--- src/rtl/wb_master_bridge_pkg.sv ---
// Shared types for the XT_HB to Wishbone bridge: FSM state encoding and the
// latched request record.
package wb_master_bridge_pkg;

    typedef enum logic [2:0] {
        ST_IDLE  = 3'd0,
        ST_READ  = 3'd1,
        ST_MERGE = 3'd2,
        ST_WRITE = 3'd3,
        ST_DONE  = 3'd4
    } wb_state_e;

    typedef struct packed {
        logic [31:0] raddr;
        logic [31:0] waddr;
        logic [31:0] wdata;
        logic [3:0]  wstrb;
        logic        rmw;
    } wb_req_t;

endpackage

--- src/rtl/wb_lane_merge.sv ---
// Byte-lane merge for read-modify-write: strobed lanes take the write data,
// the rest keep the bytes that were read.
module wb_lane_merge #(
    parameter int DATA_W = 8
) (
    input  logic [DATA_W-1:0]   rd_data,
    input  logic [DATA_W-1:0]   wr_data,
    input  logic [DATA_W/8-1:0] strb,
    output logic [DATA_W-1:0]   merged
);

    always_comb begin
        merged = rd_data;
        for (int i = 0; i < DATA_W / 8; i++) begin
            if (strb[i]) merged[i*8 +: 8] = wr_data[i*8 +: 8];
        end
    end

endmodule

--- src/rtl/wb_master_bridge.sv ---
// Single-transfer bridge from the XT_HB slave side to a classic Wishbone master
// port, with byte-merged RMW, err termination and a strobe timeout.
module wb_master_bridge
    import wb_master_bridge_pkg::*;
#(
    parameter int DATA_W  = 8,
    parameter int ADDR_W  = 8,
    parameter int TIMEOUT = 255
) (
    input  logic                wb_clk_i,
    input  logic                wb_rst_i,
    input  logic                hb_ren,
    input  logic                hb_wen,
    input  logic [31:0]         hb_raddr,
    input  logic [31:0]         hb_waddr,
    input  logic [31:0]         hb_wdata,
    input  logic [3:0]          hb_wstrb,
    output logic [31:0]         rdata,
    output logic                done,
    output logic                err,
    output logic                wb_cyc_o,
    output logic                wb_stb_o,
    output logic                wb_we_o,
    output logic [ADDR_W-1:0]   wb_adr_o,
    output logic [DATA_W-1:0]   wb_dat_o,
    output logic [DATA_W/8-1:0] wb_sel_o,
    input  logic [DATA_W-1:0]   wb_dat_i,
    input  logic                wb_ack_i,
    input  logic                wb_err_i
);

    localparam int SEL_W = DATA_W / 8;
    localparam int TO_W  = (TIMEOUT > 0) ? $clog2(TIMEOUT + 1) : 1;
    localparam logic [TO_W-1:0] TO_LAST = TO_W'((TIMEOUT > 0) ? TIMEOUT - 1 : 0);

    wb_state_e         state;
    wb_req_t           req;
    logic [DATA_W-1:0] rbuf;
    logic [DATA_W-1:0] merged;
    logic [TO_W-1:0]   to_cnt;
    logic              timeout_hit;
    logic              bus_fail;
    logic              unused_req;

    wb_lane_merge #(.DATA_W(DATA_W)) u_merge (
        .rd_data (rbuf),
        .wr_data (req.wdata[DATA_W-1:0]),
        .strb    (req.wstrb[SEL_W-1:0]),
        .merged  (merged)
    );

    always_comb begin
        wb_cyc_o = 1'b0;
        wb_stb_o = 1'b0;
        wb_we_o  = 1'b0;
        wb_adr_o = '0;
        wb_dat_o = '0;
        wb_sel_o = '0;
        // An ack landing on the last allowed strobe cycle still completes normally.
        timeout_hit = (TIMEOUT > 0) && (to_cnt == TO_LAST) && !wb_ack_i;
        bus_fail    = wb_err_i || timeout_hit;
        // Address and data bits above the configured widths are dropped on purpose.
        unused_req  = ^req;
        case (state)
            ST_READ: begin
                wb_cyc_o = 1'b1;
                wb_stb_o = 1'b1;
                wb_sel_o = {SEL_W{1'b1}};
                wb_adr_o = req.raddr[ADDR_W-1:0];
            end
            ST_MERGE: wb_cyc_o = 1'b1;
            ST_WRITE: begin
                wb_cyc_o = 1'b1;
                wb_stb_o = 1'b1;
                wb_we_o  = 1'b1;
                wb_adr_o = req.waddr[ADDR_W-1:0];
                wb_dat_o = req.wdata[DATA_W-1:0];
                wb_sel_o = req.rmw ? {SEL_W{1'b1}} : req.wstrb[SEL_W-1:0];
            end
            default: ;
        endcase
    end

    always_ff @(posedge wb_clk_i or posedge wb_rst_i) begin
        if (wb_rst_i) begin
            state  <= ST_IDLE;
            req    <= '0;
            rbuf   <= '0;
            rdata  <= '0;
            done   <= 1'b0;
            err    <= 1'b0;
            to_cnt <= '0;
        end else begin
            done   <= 1'b0;
            err    <= 1'b0;
            to_cnt <= '0;
            unique case (state)
                ST_IDLE: begin
                    if (hb_ren) req.raddr <= hb_raddr;
                    if (hb_wen) begin
                        req.waddr <= hb_waddr;
                        req.wdata <= hb_wdata;
                        req.wstrb <= hb_wstrb;
                    end
                    req.rmw <= hb_ren && hb_wen;
                    if (hb_ren)      state <= ST_READ;
                    else if (hb_wen) state <= ST_WRITE;
                end
                ST_READ: begin
                    if (bus_fail) begin
                        done  <= 1'b1;
                        err   <= 1'b1;
                        state <= ST_DONE;
                    end else if (wb_ack_i) begin
                        rdata <= 32'(wb_dat_i);
                        rbuf  <= wb_dat_i;
                        done  <= !req.rmw;
                        state <= req.rmw ? ST_MERGE : ST_DONE;
                    end else begin
                        to_cnt <= (&to_cnt) ? to_cnt : to_cnt + TO_W'(1);
                    end
                end
                ST_MERGE: begin
                    req.wdata[DATA_W-1:0] <= merged;
                    state <= ST_WRITE;
                end
                ST_WRITE: begin
                    if (bus_fail) begin
                        done  <= 1'b1;
                        err   <= 1'b1;
                        state <= ST_DONE;
                    end else if (wb_ack_i) begin
                        done  <= 1'b1;
                        state <= ST_DONE;
                    end else begin
                        to_cnt <= (&to_cnt) ? to_cnt : to_cnt + TO_W'(1);
                    end
                end
                ST_DONE: state <= ST_IDLE;
                default: state <= ST_IDLE;
            endcase
        end
    end

endmodule

--- config.mk ---
export PLATFORM = sky130hd
export DESIGN_NAME = wb_master_bridge
export DESIGN_NICKNAME = d
export VERILOG_FILES = /design/src/rtl/wb_master_bridge_pkg.sv /design/src/rtl/wb_lane_merge.sv /design/src/rtl/wb_master_bridge.sv
export SDC_FILE = /design/constraint.sdc
export NUM_CORES = 1
export LEC_CHECK = 0
export BUFFER_PORTS_ARGS = -buffer_cell sky130_fd_sc_hd__buf_2
export CAP_MARGIN = 20
export CORE_UTILIZATION = 42
export DETAILED_ROUTE_END_ITERATION = 6
export GPL_TIMING_DRIVEN = 1
export PLACE_DENSITY = 0.86
export SETUP_SLACK_MARGIN = 0.1
export SYNTH_ARGS = -nofsm -noshare
export SYNTH_HDL_FRONTEND = slang
export SYNTH_SLANG_ARGS = --single-unit
--- constraint.sdc ---
create_clock -name wb_clk_i -period 2.2 [get_ports wb_clk_i]
set_input_delay 0.44 -clock wb_clk_i [delete_from_list [all_inputs] [get_ports wb_clk_i]]
set_output_delay 0.44 -clock wb_clk_i [all_outputs]
set_load 0.02 [all_outputs]
Word-level counts from Yosys, hierarchy flattened
Cells that the tools add are included.
{"block": "word_totals", "regBits": 50, "latchBits": 0, "mem_bits_rw": 0, "rom_bits": 0, "in_bits": 114, "mem_count": 0}
{"block": "op_classes", "n_addsub": 1, "mul": 0, "div_mod_pow": 0, "n_lt_le_gt_ge": 0, "n_eq_ne": 10, "n_shift": 0, "n_mux": 29, "bitwise_logic": 1, "reduce_logical": 15}
{"cell": "8-bit 2-to-1 mux", "n": 6}
{"cell": "8-bit case mux with 2 select lines", "n": 2}
{"cell": "3-bit 2-to-1 mux", "n": 7}
{"cell": "12-bit 2-to-1 mux", "n": 1}
{"cell": "3-bit case mux with 4 select lines", "n": 1}
{"cell": "1-bit 2-to-1 mux", "n": 10}
{"cell": "3-bit != test (second input constant)", "n": 3}
{"cell": "3-bit AND reduction", "n": 3}
{"cell": "8-bit by 1-bit adder with 8-bit output (second input constant)", "n": 1}
{"cell": "8-bit == test (second input constant)", "n": 1}
{"cell": "8-bit AND reduction", "n": 1}
{"cell": "3-bit by 2-bit == test with 1-bit output (second input constant)", "n": 2}
{"cell": "2-bit != test (second input constant)", "n": 2}
{"cell": "4-bit != test (second input constant)", "n": 1}
{"cell": "1-bit case mux with 2 select lines", "n": 2}
{"cell": "2-bit AND reduction", "n": 2}
{"cell": "3-bit by 1-bit == test with 1-bit output (second input constant)", "n": 1}
{"cell": "3-bit zero test", "n": 1}
{"cell": "3-bit OR reduction", "n": 1}
{"cell": "1-bit logical AND", "n": 2}
{"cell": "1-bit zero test", "n": 2}
{"cell": "2-bit nonzero test", "n": 1}
{"cell": "2-bit OR reduction", "n": 1}
{"cell": "1-bit logical OR", "n": 1}
{"cell": "1-bit inverter", "n": 1}

Logic depth before layout (Yosys ltp)
Gate-level depths: netlist (run 1).
{"block": "depth", "ltp_word": 5, "mapped_depth": 6, "mapped_depth_nobuf": 6}

By module
From an unflattened synthesis (run 1), not the netlist that was laid out.
{"block": "hier_totals", "hier_cells": 232, "hier_area_um2": 2557.5}
{"mod": "wb_master_bridge", "instances": 1, "cells_each": 223, "area_each_um2": 2426.1, "seq_area_each_um2": 1176.1}
{"mod": "wb_lane_merge", "instances": 1, "cells_each": 9, "area_each_um2": 131.4, "seq_area_each_um2": 0.0}

Worst setup path after synthesis (run 1)
Ideal clock, no wire load.
{"block": "synth_timing", "path_kind": "flip-flop to output port", "startpoint": "register state[2]", "endpoint": "output port wb_dat_o[2]", "t_arrival_ns": 1.328, "setup_slack_ns": 0.432, "stages_incl_launch_ff": 5, "path_buffers": 1, "cell_sequence": "dfrtp_1 > nand2b_1 > inv_1 > clkbuf_1 > and3_1"}
{"block": "synth_via", "elab_chain_cells": 2}
{"element": "from (decl)", "line_no": "wb_master_bridge.sv:36", "rtl": "wb_state_e state;"}
{"element": "from (signal assigned)", "line_no": "wb_master_bridge.sv:118", "rtl": "state <= req.rmw ? ST_MERGE : ST_DONE;"}
{"element": "3-bit by 2-bit == test with 1-bit output", "line_no": "wb_master_bridge.sv:64", "rtl": "case (state)"}
{"element": "8-bit 2-to-1 mux", "line_no": "wb_master_bridge.sv:64"}
{"element": "to (decl)", "line_no": "wb_master_bridge.sv:25", "rtl": "output logic [DATA_W-1:0] wb_dat_o,"}
No other way between the ends.

Final worst setup path (run 1)
{"block": "layout_timing", "startpoint": "register state[2]", "endpoint": "output port wb_dat_o[4]"}
The elaborated chain is that of the path after synthesis.

==> flow_summary.yaml, run 1 <==
placement:
  io_buffers: 68
  dp_slack_ns: 0.0881
  hpwlAfterDp_um: 3920
  dpl_cell_area_um2: 2850
  placedCellCount: 371
  gp_congestion: 0.823
status:
  outcome: "complete, no violations"
yosys:
  yosys.area_share.adder: 0.00991
  synth_xor_area_frac: 0.0104
  synthCells: 237
  ys_ff_latch: 47
  synth_cell_types: 35
  synth_compound_area_frac: 0.0654
  yosys_warnings: 0
  yosys.area_share.simple: 0.147
  postSynthAreaPerCell_um2: 10.7
  yosysSeqAreaShare: 0.466
  yosys_most_used_dff: "dfrtp_1"
  synth_edf_count: 0
  ys_async_sr_fraction: 1.00
  synth_top_family_by_area: "multiplexers"
  synth.area.mux_share: 0.186
  synth_area_um2: 2530
critical_path:
  startpoint: "state[2]$_DFFE_PP0P_"
  r2r_end: "rdata[1]$_DFFE_PP0P_"
  critPathMaxFanout: 13
  cp-start-kind: "flop"
  rrSetupSlack_ns: 0.28
  r2r-start: "state[2]$_DFFE_PP0P_"
  reg2reg_depth: 3
  cp-end-kind: "primary output"
  crit_end: "wb_dat_o[4]"
  critical_path_class: "flop to primary output"
  required_ns: 1.76
  crit_arrival_ns: 1.48
finish:
  mostFrequentLayoutCell: "buf_2"
  final_cells: 379
  diodes: 0
  design_area_um2: 2940
  final_layout_size_suffix_gt1_frac: 0.362
  syn_to_final_growth_pct: 16.3
  mostFrequentLayoutCells: "68 x buf_2, 46 x dfrtp_1, 24 x conb_1"
  layout.nets: 422
power:
  power_per_cell_area_nw_per_um2: 1260
  internal_power_mw: 2.21
  power_frac_comb: 0.469
  seqPwrFrac: 0.390
  power.leakage_nw: 1.56
  p_sw_frac: 0.405
  irDropWorstVdd_mv: 0.696
  p_clk_frac: 0.141
  switchingPower_mw: 1.50
clock_network:
  cts_tree: "done"
  numCtsBuffers: 5
  clk_pin_slew_ns: 0.09
  clkLatencyLatePin_ns: 0.30
  h-tree-depth: 2
  cts.sinks: 47
  cts_root_buffer: "clkbuf_8"
  cts_buffer_depth: 2
drt:
  dr_total_vias: 1890
  drtPass1Iterations: 4
  wl_per_cell_um: 13.8
  wl_um: 5230
  via_per_inst: 4.99
  drtAntennaViolNets: 0
  drc: 0
  drt_iter0_markers: 87
timing:
  fin_setup_tns_ns: 0
  finalMaxSlewViolations: 0
  hold_ws_ns: 0.165
  slew_headroom: 0.477
  worstMarginPinSlew_ns: 0.780
  setup_violations: 0
  worst_slack_ns: 0.276
  rsz0062_at_grt: "false"
  hold_viol_final: 0
  period_share: 0.875
  fmax_ghz: 0.520
  finClkSkew_ns: 0.00698
  fin_crit_ns: 1.92
min_path:
  min_path_type: "input pin to asynchronous set/reset pin"
grt:
  antenna_found_initial: 0
  grt_start_max_net_pins: 24
  grt_pass1_vias: 1822
  grt_pass1_wl_um: 8670
  grt_usage: 0.181
  grt_overflow: 0
floorplan:
  core_um2: 5640
  dieHeight_um: 79.6
  ios: 168
  start_util: 0.448
  die-area_um2: 6330
  die_w_um: 79.6
  rows: 27
job:
  maxCapViolations: 0
==> cell type report <==
cell class | instances | area (um^2)
flip-flops and latches | 47 | 1180
clock buffers | 6 | 72.6
multi-input cells | 164 | 1150
repair buffers | 74 | 385
inverters | 14 | 52.6
fillers | 539 | 2700
well taps | 72 | 90.1
clock inverters | 2 | 12.5
==> worst min path at each step <==
stage	endpoint	slack, ns	depth (start not counted)	from
finish	to_cnt[6]$_DFFE_PP0P_	0.16	2	wb_rst_i
global route	to_cnt[6]$_DFFE_PP0P_	0.20	2	wb_rst_i
CTS	req[70]$_DFFE_PP0P_	0.17	2	wb_rst_i
detailed placement	req[70]$_DFFE_PP0P_	0.50	1	req[70]$_DFFE_PP0P_
global placement	req[69]$_DFFE_PP0P_	0.49	1	req[69]$_DFFE_PP0P_
floorplan	req[69]$_DFFE_PP0P_	0.48	1	req[69]$_DFFE_PP0P_
==> logic make-up (layout without fill, tap and decap cells) <==
kind of cell | count (synthesis) | after routing
AO/OA/AOI/OAI | 26 | 26
XOR/XNOR | 3 | 3
adder cells (fa/ha/maj) | 2 | 2
buffers and inverters | 49 | 96
flip-flops | 47 | 47
multiplexers | 41 | 41
other | 1 | 24
AND/OR/NAND/NOR | 68 | 68
==> critical path: stages, from the launching register on <==
cell and delay (ns):
dfrtp_1 0.45, nand2b_1 0.21, inv_2 0.17, and3_1 0.19
buf_2 0.16
==> power groups by stage <==
stage / Clock (mW) / Sequential [mW] / Combinational (mW)
2_1_floorplan: 0 / 1.49 / 1.25
3_3_place_gp: 0 / 1.44 / 1.70
3_5_place_dp: 0 / 1.46 / 1.74
4_1_cts: 0.532 / 1.45 / 1.75
5_1_grt: 0.563 / 1.50 / 1.90
6_report: 0.523 / 1.45 / 1.74
==> per-stage QoR <==
| step | total power, mW | util |
|---|---|---|
| after CTS | 3.73 | 0.521 |
| after global placement | 3.14 | 0.505 |
| final | 3.70 | 0.521 |
| after global routing | 3.96 | 0.521 |
| after floorplan | 2.74 | - |
| after detailed placement | 3.20 | 0.505 |
==> synth_stat cells, types with 2 or more instances <==
| cell | instances | share of area |
|---|---|---|
| mux2_2 | 16 | 0.071 |
| ha_1 | 2 | 0.0099 |
| nor2_1 | 19 | 0.028 |
| nand2_1 | 4 | 0.0059 |
| clkbuf_1 | 5 | 0.0074 |
| o21ai_0 | 6 | 0.012 |
| a31oi_1 | 4 | 0.0099 |
| buf_4 | 25 | 0.074 |
| mux2_4 | 8 | 0.048 |
| nand4_1 | 4 | 0.0099 |
| and2_1 | 6 | 0.015 |
| nor4b_1 | 2 | 0.0069 |
| dfrtp_1 | 47 | 0.47 |
| xor2_1 | 2 | 0.0069 |
| buf_2 | 3 | 0.0059 |
| o31a_1 | 2 | 0.0069 |
| nand2b_1 | 3 | 0.0074 |
| or2_2 | 2 | 0.0050 |
| nor3_1 | 4 | 0.0079 |
| inv_1 | 14 | 0.021 |
| mux2i_1 | 17 | 0.067 |
| nand3_1 | 3 | 0.0059 |
| a21oi_1 | 9 | 0.018 |
| and3_1 | 19 | 0.047 |
==> layer usage <==
layer  GRT usage  routed length, um
met5           0                  0
met4      0.0636                 69
met3      0.0503                354
met2       0.295               2440
met1       0.230               2370
==> registers in the layout, indices dropped and copies added (netlist names) <==
register,count
state,3
rdata,8
done,1
err,1
to_cnt,8
req,26
==> what timing repair did <==
action,in CTS,in global routing
setup endpoints to repair,1,15
gates resized for setup,1,2
buffers inserted,0,0
hold buffers,0,0
No activity file was read; power rests on OpenSTA's default activity.
==> inputs of run 2 (changes only) <==
- ABC_AREA: not set -> 1
- CTS_BUF_LIST: not set -> sky130_fd_sc_hd__clkbuf_8 sky130_fd_sc_hd__clkbuf_16
==> run 2 against run 1 <==
  * Synthesized cell count rose by 31%
  * Worst hold slack improved by 0.11 ns
  * Count of clock-buffer cells in the layout did not move
  * Sequential share of layout area fell by 1.1 points
  * Largest cell class unchanged
==> flow_summary.yaml, run 2 <==
status:
  outcome: "complete, no violations"
grt:
  grt_overflow: 0
  antenna_found_initial: 0
  grt_pass1_wl_um: 8940
  grt_usage: 0.184
  grt_pass1_vias: 1997
  grt_start_max_net_pins: 48
yosys:
  synthCells: 311
  yosysMostFrequentCell: "nand2_1"
  yosysTopAreaCell: "dfrtp_1"
  synth_edf_count: 0
  postSynthAreaPerCell_um2: 8.28
  synth_area_um2: 2570
  ys_ff_latch: 47
  yosys-top-cells-count: "60 x nand2_1, 47 x dfrtp_1, 46 x inv_1"
  yosys_warnings: 0
  ys_async_sr_fraction: 1.00
  yosysSeqAreaShare: 0.457
  synth_top_cell_area_share: 0.457
  synth_area_leaders: "dfrtp_1 46%, nand2_1 8.7%, buf_4 7.3%"
  yosys_most_used_dff: "dfrtp_1"
  synth_cell_types: 36
finish:
  design_area_um2: 3020
  largest-register: "req"
  diodes: 0
  layout.nets: 499
  largest_reg_flops: 26
  top_regs: "req (26), rdata (8), to_cnt (8)"
  mostFrequentLayoutCells: "68 x buf_2, 60 x nand2_1, 46 x dfrtp_1"
  final_layout_size_suffix_gt1_frac: 0.305
  final_util: 0.510
  fill_cells: 554
  final_cells: 459
  mostFrequentLayoutCell: "buf_2"
  syn_to_final_growth_pct: 17.3
floorplan:
  core_um2: 5920
  die-area_um2: 6450
  dieHeight_um: 80.3
  rows: 28
  die_w_um: 80.3
  ios: 168
  start_util: 0.435
power:
  p_sw_frac: 0.441
  seqPwrFrac: 0.381
  switchingPower_mw: 1.59
  power_frac_comb: 0.464
  p_clk_frac: 0.155
  internal_power_mw: 2.02
  irDropWorstVdd_mv: 0.697
  power_per_cell_area_nw_per_um2: 1190
  power.leakage_nw: 1.60
drt:
  wl_per_cell_um: 11.9
  via_per_inst: 4.74
  drtPass1Iterations: 4
  dr_total_vias: 2174
  drc: 0
  wl_um: 5440
  drt_iter0_markers: 54
  drtAntennaViolNets: 0
critical_path:
  required_ns: 1.76
  cp-end-kind: "primary output"
  r2r-start: "state[0]$_DFFE_PP0P_"
  critical_path_class: "flop to primary output"
  path_delay_family: "flip-flops"
  cp-start-kind: "flop"
  startpoint: "state[2]$_DFFE_PP0P_"
  crit_arrival_ns: 1.57
  cpMaxStageDelayCell: "dfrtp_2"
  critPathMaxFanout: 6
  cp_slowest_stage_delay_ns: 0.46
  cp_cell_sequence: "inv_1 > nand3_4 > nand2_2 > inv_2 > a31oi_2 > buf_2"
  crit_buf_inv: 3
placement:
  placedCellCount: 449
  dpl_cell_area_um2: 2880
  gp_congestion: 0.865
  hpwlAfterDp_um: 4110
  io_buffers: 68
timing:
  fin_setup_tns_ns: 0
  finClkSkew_ns: 0.00369
  hold_ws_ns: 0.277
  slew_headroom: 0.598
  fin_crit_ns: 2.01
  rsz0062_at_grt: "false"
  setup_violations: 0
  worstMarginPinSlew_ns: 0.602
  hold_viol_final: 0
  finalMaxSlewViolations: 0
  period_share: 0.915
  fmax_ghz: 0.497
clock_network:
  numCtsBuffers: 5
  h-tree-depth: 2
  clk_pin_slew_ns: 0.09
  cts-hold-fix-buffers: 0
  cts.sinks: 47
  clkLatencyLatePin_ns: 0.30
  cts_buffer_depth: 2
  cts_tree: "done"
  cts_root_buffer: "clkbuf_8"
job:
  maxCapViolations: 0
min_path:
  min_path_type: "input pin to asynchronous set/reset pin"
## run 2: changes by cell type after synthesis, sizes merged, moves of 4 or more
cell	previous run	this run
nand2	4	63
inv	14	50
o21ai	6	32
and3	19	1
mux2	24	6
mux2i	17	0
nor2	19	35
a21oi	10	19
nand3	3	11
and2	6	0
clkbuf	5	1
o22ai	0	4
## run 2: power by group through the flow
stage	sequential (mW)	clock, mW	combinational, mW
5_1_grt	1.41	0.607	1.86
6_report	1.37	0.560	1.67
3_3_place_gp	1.36	0	1.57
3_5_place_dp	1.38	0	1.62
2_1_floorplan	1.44	0	1.13
4_1_cts	1.37	0.573	1.67
## run 2: worst paths after layout
check,end,slack (ns),cells past startpoint
setup reg to reg,req[76]$_DFFE_PP0P_,0.53,5
hold reg to reg,req[76]$_DFFE_PP0P_,0.51,1
hold / removal,done$_DFF_PP0_,0.28,3
max in group asynchronous,state[2]$_DFFE_PP0P_,1.47,3
min in group wb_clk_i,req[44]$_DFFE_PP0P_,0.37,2
setup / recovery,wb_sel_o,0.19,6
## run 2: worst register-to-register path, delay by kind of cell (launching register included)
family | cells | cell delay [ns]
buffers and inverters | 2 | 0.18
flip-flops | 1 | 0.51
multiplexers | 1 | 0.39
AND/OR/NAND/NOR | 2 | 0.50
## run 2: final cells by class
class                   instances  area, um^2  share of cell area
well taps                      75        93.8              0.0311
inverters                      51         193              0.0638
clock inverters                 2        16.3             0.00539
clock buffers                   6        82.6              0.0273
multi-input cells             205        1080               0.357
repair buffers                 73         378               0.125
flip-flops and latches         47        1180               0.390
## run 2: kinds of logic (layout without fill, tap and decap cells)
| kind of cell | count (synthesis) | after routing | synth area share |
|---|---|---|---|
| fa+ha+maj | 2 | 2 | 0.00972 |
| other cells | 1 | 24 | 0.00146 |
| flops | 47 | 47 | 0.457 |
| mux | 6 | 6 | 0.0277 |
| compound gates | 58 | 58 | 0.141 |
| simple gates | 115 | 115 | 0.198 |
| buf+inv | 82 | 132 | 0.166 |
## run 2: metrics by stage
stage                     power (mW)  worst slack (ns)
after global routing            3.88             0.103
after global placement          2.93             0.289
after detailed placement        3.00             0.272
final                           3.61             0.188
after floorplan                 2.57             0.440
after CTS                       3.61             0.149
## run 2: metal layers
metal  up-vias  share of wire  track usage
li1       1071              -            -
met5         -              0            0
met2        86           0.47        0.303
met3        10          0.075       0.0523
met4         0          0.017       0.0732
met1      1007           0.44        0.228
## run 2: what timing repair did
action                                  CTS  global route
pin swaps                                 0             0
gates resized for setup                   4             2
gates cloned                              0             0
buffers inserted                          2             0
endpoints found under the setup margin    6             1
